[src/rtl/sni_hello_extractor.sv]
// sni_hello_extractor
// Walks the byte stream of a TLS record, finds the server_name extension of a
// ClientHello and streams the host name out two bytes per cycle toward the
// SNI pattern matchers.
// Optional build macro: SNI_LOWERCASE_EN folds ASCII 'A'..'Z' name bytes to
// lower case before packing (pad bytes stay 0x00, latency is unchanged).
module sni_hello_extractor (
  input  logic        i_clk,
  input  logic        i_rst,
  input  logic        i_valid,
  input  logic [7:0]  i_data,
  input  logic        i_sop,
  input  logic        i_eop,
  output logic [15:0] o_match_data,
  output logic        o_match_data_valid,
  output logic        o_sni_done,
  output logic [15:0] o_sni_len,
  output logic        o_parse_err
);

  typedef enum logic [3:0] {
    ST_IDLE     = 4'd0,
    ST_REC_HDR  = 4'd1,
    ST_HS_HDR   = 4'd2,
    ST_FIXED    = 4'd3,
    ST_SID_LEN  = 4'd4,
    ST_CS_LEN   = 4'd5,
    ST_COMP_LEN = 4'd6,
    ST_SKIP     = 4'd7,
    ST_EXT_TOT  = 4'd8,
    ST_EXT_HDR  = 4'd9,
    ST_SNI_HDR  = 4'd10,
    ST_NAME     = 4'd11,
    ST_DRAIN    = 4'd12
  } state_t;

  // Version (2) + random (32) occupy byte offsets 9..42 of the record.
  localparam logic [15:0] FIXED_LAST = 16'd33;

  // Optional ASCII case folding of name bytes.
  function automatic logic [7:0] fold_case(input logic [7:0] b);
`ifdef SNI_LOWERCASE_EN
    if ((b >= 8'h41) && (b <= 8'h5A)) begin
      fold_case = b | 8'h20;
    end else begin
      fold_case = b;
    end
`else
    fold_case = b;
`endif
  endfunction

  state_t      state_r, state_nxt;
  state_t      ret_r, ret_nxt;
  state_t      cur_st_s;
  state_t      skip_tgt_s;
  logic [15:0] cnt_r, cnt_nxt;
  logic [15:0] cur_cnt_s;
  logic [7:0]  len_hi_r, len_hi_nxt;
  logic [15:0] ext_rem_r, ext_rem_nxt;
  logic        type_nz_r, type_nz_nxt;
  logic [15:0] skip_rem_r, skip_rem_nxt;
  logic [15:0] name_len_r, name_len_nxt;
  logic [7:0]  hi_r, hi_nxt;
  logic [15:0] match_data_r, match_data_nxt;
  logic        match_valid_r, match_valid_nxt;
  logic        sni_done_r, sni_done_nxt;
  logic [15:0] sni_len_r, sni_len_nxt;
  logic        parse_err_r, parse_err_nxt;
  logic        skip_go_s;
  logic [15:0] skip_len_s;
  logic [15:0] field_len_s;
  logic [15:0] ext_left_s;
  logic [7:0]  name_byte_s;

  assign o_match_data       = match_data_r;
  assign o_match_data_valid = match_valid_r;
  assign o_sni_done         = sni_done_r;
  assign o_sni_len          = sni_len_r;
  assign o_parse_err        = parse_err_r;

  // Next-state and next-output logic: one record byte is consumed per valid cycle.
  always_comb begin
    state_nxt       = state_r;
    ret_nxt         = ret_r;
    cnt_nxt         = cnt_r;
    len_hi_nxt      = len_hi_r;
    ext_rem_nxt     = ext_rem_r;
    type_nz_nxt     = type_nz_r;
    skip_rem_nxt    = skip_rem_r;
    name_len_nxt    = name_len_r;
    hi_nxt          = hi_r;
    match_data_nxt  = match_data_r;
    match_valid_nxt = 1'b0;
    sni_done_nxt    = 1'b0;
    sni_len_nxt     = sni_len_r;
    parse_err_nxt   = 1'b0;
    cur_st_s        = state_r;
    cur_cnt_s       = cnt_r;
    skip_go_s       = 1'b0;
    skip_len_s      = 16'd0;
    skip_tgt_s      = ST_IDLE;
    field_len_s     = {len_hi_r, i_data};
    ext_left_s      = ext_rem_r - 16'd4 - field_len_s;
    name_byte_s     = fold_case(i_data);

    if (i_valid) begin
      // A SOP byte always re-enters the parse at record byte 0.
      if (i_sop) begin
        cur_st_s    = ST_REC_HDR;
        cur_cnt_s   = 16'd0;
        sni_len_nxt = 16'd0;
      end else begin
        cur_st_s    = state_r;
        cur_cnt_s   = cnt_r;
      end
      state_nxt = cur_st_s;
      cnt_nxt   = cur_cnt_s + 16'd1;

      case (cur_st_s)
        ST_IDLE: begin
          cnt_nxt = 16'd0;
        end
        ST_REC_HDR: begin
          if ((cur_cnt_s == 16'd0) && (i_data != 8'h16)) begin
            state_nxt = ST_DRAIN;
            cnt_nxt   = 16'd0;
          end else if (cur_cnt_s == 16'd4) begin
            state_nxt = ST_HS_HDR;
            cnt_nxt   = 16'd0;
          end else begin
            state_nxt = ST_REC_HDR;
          end
        end
        ST_HS_HDR: begin
          if ((cur_cnt_s == 16'd0) && (i_data != 8'h01)) begin
            state_nxt = ST_DRAIN;
            cnt_nxt   = 16'd0;
          end else if (cur_cnt_s == 16'd3) begin
            state_nxt = ST_FIXED;
            cnt_nxt   = 16'd0;
          end else begin
            state_nxt = ST_HS_HDR;
          end
        end
        ST_FIXED: begin
          if (cur_cnt_s == FIXED_LAST) begin
            state_nxt = ST_SID_LEN;
            cnt_nxt   = 16'd0;
          end else begin
            state_nxt = ST_FIXED;
          end
        end
        ST_SID_LEN: begin
          skip_go_s  = 1'b1;
          skip_len_s = {8'h00, i_data};
          skip_tgt_s = ST_CS_LEN;
        end
        ST_CS_LEN: begin
          if (cur_cnt_s == 16'd0) begin
            len_hi_nxt = i_data;
          end else begin
            skip_go_s  = 1'b1;
            skip_len_s = field_len_s;
            skip_tgt_s = ST_COMP_LEN;
          end
        end
        ST_COMP_LEN: begin
          skip_go_s  = 1'b1;
          skip_len_s = {8'h00, i_data};
          skip_tgt_s = ST_EXT_TOT;
        end
        ST_SKIP: begin
          if (skip_rem_r == 16'd1) begin
            state_nxt = ret_r;
            cnt_nxt   = 16'd0;
          end else begin
            state_nxt = ST_SKIP;
          end
        end
        ST_EXT_TOT: begin
          if (cur_cnt_s == 16'd0) begin
            len_hi_nxt = i_data;
          end else begin
            ext_rem_nxt = field_len_s;
            cnt_nxt     = 16'd0;
            // An empty extensions block leaves nothing to search.
            state_nxt   = (field_len_s == 16'd0) ? ST_DRAIN : ST_EXT_HDR;
          end
        end
        ST_EXT_HDR: begin
          case (cur_cnt_s)
            16'd0: type_nz_nxt = (i_data != 8'h00);
            16'd1: type_nz_nxt = type_nz_r | (i_data != 8'h00);
            16'd2: len_hi_nxt  = i_data;
            default: begin
              ext_rem_nxt = ext_left_s;
              if (!type_nz_r) begin
                state_nxt = ST_SNI_HDR;
                cnt_nxt   = 16'd0;
              end else begin
                skip_go_s  = 1'b1;
                skip_len_s = field_len_s;
                skip_tgt_s = (ext_left_s == 16'd0) ? ST_DRAIN : ST_EXT_HDR;
              end
            end
          endcase
        end
        ST_SNI_HDR: begin
          case (cur_cnt_s)
            16'd3: len_hi_nxt = i_data;
            16'd4: begin
              name_len_nxt = field_len_s;
              cnt_nxt      = 16'd0;
              if (field_len_s == 16'd0) begin
                sni_done_nxt = 1'b1;
                sni_len_nxt  = 16'd0;
                state_nxt    = ST_DRAIN;
              end else begin
                state_nxt    = ST_NAME;
              end
            end
            default: state_nxt = ST_SNI_HDR;
          endcase
        end
        ST_NAME: begin
          if (cur_cnt_s[0] == 1'b0) begin
            hi_nxt = name_byte_s;
          end else begin
            match_valid_nxt = 1'b1;
            match_data_nxt  = {hi_r, name_byte_s};
          end
          if (cur_cnt_s == (name_len_r - 16'd1)) begin
            if (cur_cnt_s[0] == 1'b0) begin
              match_valid_nxt = 1'b1;
              match_data_nxt  = {name_byte_s, 8'h00};
            end else begin
              match_valid_nxt = 1'b1;
            end
            sni_done_nxt = 1'b1;
            sni_len_nxt  = name_len_r;
            state_nxt    = ST_DRAIN;
            cnt_nxt      = 16'd0;
          end else begin
            state_nxt    = ST_NAME;
          end
        end
        ST_DRAIN: begin
          cnt_nxt = 16'd0;
        end
        default: begin
          state_nxt = ST_IDLE;
          cnt_nxt   = 16'd0;
        end
      endcase

      // Field skips: a zero length falls straight through to the next field.
      if (skip_go_s) begin
        cnt_nxt = 16'd0;
        if (skip_len_s == 16'd0) begin
          state_nxt = skip_tgt_s;
        end else begin
          state_nxt    = ST_SKIP;
          skip_rem_nxt = skip_len_s;
          ret_nxt      = skip_tgt_s;
        end
      end else begin
        skip_rem_nxt = (cur_st_s == ST_SKIP) ? (skip_rem_r - 16'd1) : skip_rem_r;
      end

      // End of record: truncated if the parse still expected more bytes.
      if (i_eop) begin
        parse_err_nxt = (state_nxt != ST_DRAIN) && (state_nxt != ST_IDLE);
        state_nxt     = ST_IDLE;
        cnt_nxt       = 16'd0;
      end else begin
        parse_err_nxt = 1'b0;
      end
    end else begin
      state_nxt = state_r;
      cnt_nxt   = cnt_r;
    end
  end

  // State, datapath and registered outputs with synchronous reset.
  always_ff @(posedge i_clk) begin
    if (i_rst) begin
      state_r       <= ST_IDLE;
      ret_r         <= ST_IDLE;
      cnt_r         <= 16'd0;
      len_hi_r      <= 8'd0;
      ext_rem_r     <= 16'd0;
      type_nz_r     <= 1'b0;
      skip_rem_r    <= 16'd0;
      name_len_r    <= 16'd0;
      hi_r          <= 8'd0;
      match_data_r  <= 16'd0;
      match_valid_r <= 1'b0;
      sni_done_r    <= 1'b0;
      sni_len_r     <= 16'd0;
      parse_err_r   <= 1'b0;
    end else begin
      state_r       <= state_nxt;
      ret_r         <= ret_nxt;
      cnt_r         <= cnt_nxt;
      len_hi_r      <= len_hi_nxt;
      ext_rem_r     <= ext_rem_nxt;
      type_nz_r     <= type_nz_nxt;
      skip_rem_r    <= skip_rem_nxt;
      name_len_r    <= name_len_nxt;
      hi_r          <= hi_nxt;
      match_data_r  <= match_data_nxt;
      match_valid_r <= match_valid_nxt;
      sni_done_r    <= sni_done_nxt;
      sni_len_r     <= sni_len_nxt;
      parse_err_r   <= parse_err_nxt;
    end
  end

endmodule

[config.mk]
export PLATFORM = sky130hd
export DESIGN_NAME = sni_hello_extractor
export DESIGN_NICKNAME = d
export VERILOG_FILES = /design/src/rtl/sni_hello_extractor.sv
export SDC_FILE = /design/constraint.sdc
export NUM_CORES = 1
export LEC_CHECK = 0
export CELL_PAD_IN_SITES_DETAIL_PLACEMENT = 1
export CELL_PAD_IN_SITES_GLOBAL_PLACEMENT = 2
export CORE_UTILIZATION = 38
export DETAILED_ROUTE_END_ITERATION = 6
export PLACE_DENSITY = 0.88
export SLEW_MARGIN = 10
export SYNTH_ARGS = -nofsm -noshare
export SYNTH_HDL_FRONTEND = slang
export SYNTH_SLANG_ARGS = --single-unit
export TNS_END_PERCENT = 100
[constraint.sdc]
create_clock -name i_clk -period 8.6 [get_ports i_clk]
set_input_delay 1.72 -clock i_clk [delete_from_list [all_inputs] [get_ports i_clk]]
set_output_delay 1.72 -clock i_clk [all_outputs]
set_load 0.01 [all_outputs]
==> results.md <==
- The cell type of the slowest stage on the worst timing path is sky130_fd_sc_hd__a21oi_1.
- The placed standard-cell area is 8690 um2.
- In the final layout, the share of cells above drive strength 1 is 0.0615.
- The data arrival at the endpoint of the critical path is 6.53 ns.
- The row count is 53.
- The cell count after placement is 1349.
- The aggregate routed wire length is 27500 um.
- For this design the static power due to leakage is 3.33 nW.
- The share of the Yosys chip area taken by registers is 0.306.
- The first routing iteration left 507 violations.
- In this run the tightest slew margin relative to its limit is 0.239.
- Once routing completed, OpenROAD measured the worst setup slack at 2.41 ns.
- The routed layout has 8127 vias.
- The pin count of the biggest net entering global routing is 55.
- The maximum operating frequency is 161 MHz.
- The final standard cell utilization of the core is 0.444.
- The critical path is of the in -> reg type.
- The Yosys warning count is 0.
- The number of input and output port buffers inserted is 47.
- The TritonCTS clock tree is built.
- At the end of the flow, the number of nets in the layout was 1143.
- The sequential cells in the finished layout cover a total of 2480 um2.
- 48 I/O pins were placed.
- Synthesis produced 1085 cells.
- The number of H-tree branching levels is 4.
- The met3 layer usage reported by global route is 0.0389.
- Hold is met by 0.455 ns.
- The finished cells cover 9300 um2.
- The area of the die is 21900 um2.
- The total power divided by cell area is 157 nW/um2.
- Walking the worst path, the cells encountered are clkdlybuf4s50_1 > inv_1 > nand2_1 > ha_1 > nor3b_1 > nand4_1 > nand3_1 > nand2_1 > nor2_2 > o211ai_1 > a21oi_1 > a21oi_1 > a311oi_1.
- The number of sinks handled by clock tree synthesis is 124.
- The total inserted antenna cells is 0.
- Synthesis inferred 124 register bits.
- The average instance in the mapped netlist occupies 7.47 um2.
- The height of the die is 148 um.
- The delay of the slowest cell on the worst path is 0.83 ns.
- The filler cell count in the final layout is 2616.
- Routability-driven placement finished with a final weighted congestion of 1.01.
- The worst setup path is launched from an input port.
- The dominant register cell in the synthesized netlist is sky130_fd_sc_hd__dfxtp_1.
- Along the worst path, the maximum fanout reaches 17.
- Counting every net in the synthesized netlist gives 1135.
- For the pin with the worst max-slew slack, the measured transition is 1.14 ns.
- The remaining design rule violation count is 0.
- The number of hold buffers added after CTS was 0.
- Setup repair after global routing left no endpoint under its margin.
- The worst vdd rail ir drop is 128 uV.
- In this run the most used layer during global routing was met2.
- The initial antenna violation count came to 0.
- The final sum of negative setup slack is 0 ns.
- The clock tree root driver cell is sky130_fd_sc_hd__clkbuf_16.
- The first global-routing pass estimated 43900 um of wire.
- For the worst-skew pair, the clock arrives at the later sink with an insertion delay of 0.43 ns.
- The number of enable-type register cells in the synthesized netlist is 0.
- The multi-input gate area in the final layout is 5100 um2.
- In the final routed layout, each cell accounts on average for 19.9 um.
- The area growth from synthesis to layout is 14.7%.
- The worst setup path is captured at a flop.
- TritonCTS created 17 clock buffers.
- The total of max-cap violations is 0.
- The class of the tightest hold or removal check is reg -> reg.
- The design draws 1.45 mW.
- Of the available clock period, the critical path in the final layout requires 0.720.
- Yosys mapped the design onto 80 distinct sky130hd cell types.
- The area of the core is 21000 um2.
- The pre-antenna-repair detailed-routing pass consisted of 5 iterations.
- The via count of the first global-routing pass is 8090.
- Leaving out filler cells and counting taps, the final layout contains 1381.
- Across every metal layer, demand over resource in global routing totals 0.259.
- The summed instance area of the synthesized netlist is 8110 um2.
- For the finished layout, the period the worst path requires is 6.19 ns.
- The met2 usage is 0.442.
- The number of hold-slack violations in the final timing report is 0.
- The vias per cell is 5.88.
- The worst clock skew on the final layout is 0.0130 ns.
- The number of gates given a new drive strength after cts is 0.
- The max-slew violation count came to 0.
- The HPWL reported at the end of detailed placement is 19900 um.
- The starting density of the core is 0.387.
- The post-CTS setup buffer count is 0.
- The total global routing overflow is 0.
- The count of nets left with antenna violations after detail routing is 0.
- For met1 alone, demand over resource in global routing was 0.319.
- The worst-case setup slack after placement is 2.02 ns.
- For this run, asynchronously set or reset flops after synthesis account for 0.
- The clock tree buffer depth is 2.
- From left edge to right edge, the die measures 148 um.
- The required time of the critical path is 8.94 ns.
- The clock slew seen by the registers of the worst setup and hold paths is 0.07 ns.
- The flow ran to the end, and the final reports show no timing, DRC or antenna violations.
- Setup violations remaining at the end of the flow were counted as 0.
[where the power goes]
group          internal (mW)  switching [mW]
Clock                  0.415           0.327
Combinational         0.0446          0.0873
Sequential             0.577         0.00483
Total                   1.04           0.419
[final timing paths]
check	depth (start not counted)	to	from	slack [ns]
worst max register to register	11	cnt_r[2]$_SDFFE_PP0P_	cnt_r[0]$_SDFFE_PP0P_	4.10
worst min register to register	2	hi_r[1]$_SDFFE_PP0P_	hi_r[1]$_SDFFE_PP0P_	0.45
worst min-delay path	2	hi_r[1]$_SDFFE_PP0P_	hi_r[1]$_SDFFE_PP0P_	0.45
worst max-delay path	13	cnt_r[2]$_SDFFE_PP0P_	i_sop	2.41
[metal layers]
layer | up-vias | part of all wire
met5 | - | 0
met4 | 0 | 0.031
met3 | 50 | 0.037
met2 | 188 | 0.48
met1 | 3958 | 0.45
li1 | 3931 | -
[Yosys cell counts (4+ instances only)]
cell type	instances	area [um2]
sky130_fd_sc_hd__nand2_1	132	495
sky130_fd_sc_hd__dfxtp_1	124	2480
sky130_fd_sc_hd__nor2_1	113	424
sky130_fd_sc_hd__a21oi_1	100	500
sky130_fd_sc_hd__inv_1	57	214
sky130_fd_sc_hd__o21ai_0	48	240
sky130_fd_sc_hd__clkbuf_1	47	176
sky130_fd_sc_hd__nor3_1	38	190
sky130_fd_sc_hd__ha_1	36	450
sky130_fd_sc_hd__nand3_1	29	145
sky130_fd_sc_hd__a22oi_1	22	165
sky130_fd_sc_hd__xnor2_1	22	193
sky130_fd_sc_hd__a211oi_1	19	143
sky130_fd_sc_hd__nor4_1	19	119
sky130_fd_sc_hd__o211ai_1	17	128
sky130_fd_sc_hd__a22o_1	16	140
sky130_fd_sc_hd__buf_2	15	75.1
sky130_fd_sc_hd__or3_1	15	93.8
sky130_fd_sc_hd__and3_1	12	75.1
sky130_fd_sc_hd__nand2b_1	12	75.1
sky130_fd_sc_hd__nand4_1	12	75.1
sky130_fd_sc_hd__nor2b_1	12	75.1
sky130_fd_sc_hd__xor2_1	11	96.3
sky130_fd_sc_hd__mux2i_1	10	100
sky130_fd_sc_hd__nand3b_1	10	75.1
sky130_fd_sc_hd__and2_1	9	56.3
sky130_fd_sc_hd__nor3b_1	8	60.1
sky130_fd_sc_hd__o21ai_1	8	40.0
sky130_fd_sc_hd__a221oi_1	7	61.3
sky130_fd_sc_hd__a31oi_1	7	43.8
sky130_fd_sc_hd__a311oi_1	6	52.6
sky130_fd_sc_hd__o21a_1	5	37.5
sky130_fd_sc_hd__o31ai_1	5	37.5
sky130_fd_sc_hd__a21o_1	4	30.0
sky130_fd_sc_hd__and4_1	4	35.0
sky130_fd_sc_hd__or2_2	4	25.0
sky130_fd_sc_hd__or4_1	4	30.0
[kinds of logic (layout without fill, tap and decap cells)]
family                     count (synthesis)  in the layout  synth area share
and+or+nand+nor                          454            454             0.281
adders and majority gates                 37             37            0.0580
DFF                                      124            124             0.306
xor gates and xnor gates                  33             33            0.0357
muxes                                     11             11            0.0137
buffers and inverters                    127            148            0.0641
AOI/OAI and AO/OA                        299            299             0.241
[layout by cell type (no fill, tap or decap), types with 7 or more instances in the layout]
cell type,instances
sky130_fd_sc_hd__nand2_1,132
sky130_fd_sc_hd__dfxtp_1,124
sky130_fd_sc_hd__nor2_1,113
sky130_fd_sc_hd__a21oi_1,100
sky130_fd_sc_hd__inv_1,57
sky130_fd_sc_hd__o21ai_0,48
sky130_fd_sc_hd__clkdlybuf4s50_1,46
sky130_fd_sc_hd__nor3_1,38
sky130_fd_sc_hd__ha_1,36
sky130_fd_sc_hd__nand3_1,29
sky130_fd_sc_hd__xnor2_1,22
sky130_fd_sc_hd__a22oi_1,22
sky130_fd_sc_hd__nor4_1,19
sky130_fd_sc_hd__a211oi_1,19
sky130_fd_sc_hd__o211ai_1,17
sky130_fd_sc_hd__clkbuf_16,17
sky130_fd_sc_hd__a22o_1,16
sky130_fd_sc_hd__or3_1,15
sky130_fd_sc_hd__nand2b_1,12
sky130_fd_sc_hd__nor2b_1,12
sky130_fd_sc_hd__nand4_1,12
sky130_fd_sc_hd__and3_1,12
sky130_fd_sc_hd__xor2_1,11
sky130_fd_sc_hd__buf_4,11
sky130_fd_sc_hd__mux2i_1,10
sky130_fd_sc_hd__nand3b_1,10
sky130_fd_sc_hd__and2_1,9
sky130_fd_sc_hd__nor3b_1,8
sky130_fd_sc_hd__o21ai_1,8
sky130_fd_sc_hd__a31oi_1,7
sky130_fd_sc_hd__a221oi_1,7
[critical path: cells and delay by family]
kind | cells | cell delay [ns]
buffers and inverters | 2 | 0.69
AOI/OAI and AO/OA | 4 | 1.60
adders and majority gates | 1 | 0.39
and+or+nand+nor | 6 | 2.12
[state kept, by name, summed over array words and instances (netlist names)]
signal / count
cnt_r: 16
ext_rem_r: 16
name_len_r: 16
o_match_data: 16
o_sni_len: 16
skip_rem_r: 16
hi_r: 8
len_hi_r: 8
ret_r: 4
state_r: 4
o_match_data_valid: 1
o_parse_err: 1
o_sni_done: 1
type_nz_r: 1
[area by class of cell]
class                           instances  area share
Multi-Input combinational cell        834       0.549
Tap cell                              275      0.0370
Timing Repair Buffer                   57      0.0584
Clock inverter                         15      0.0188
Inverter                               59      0.0238
Clock buffer                           17      0.0458
Sequential cell                       124       0.267
Power figures use the tool's default switching activity.
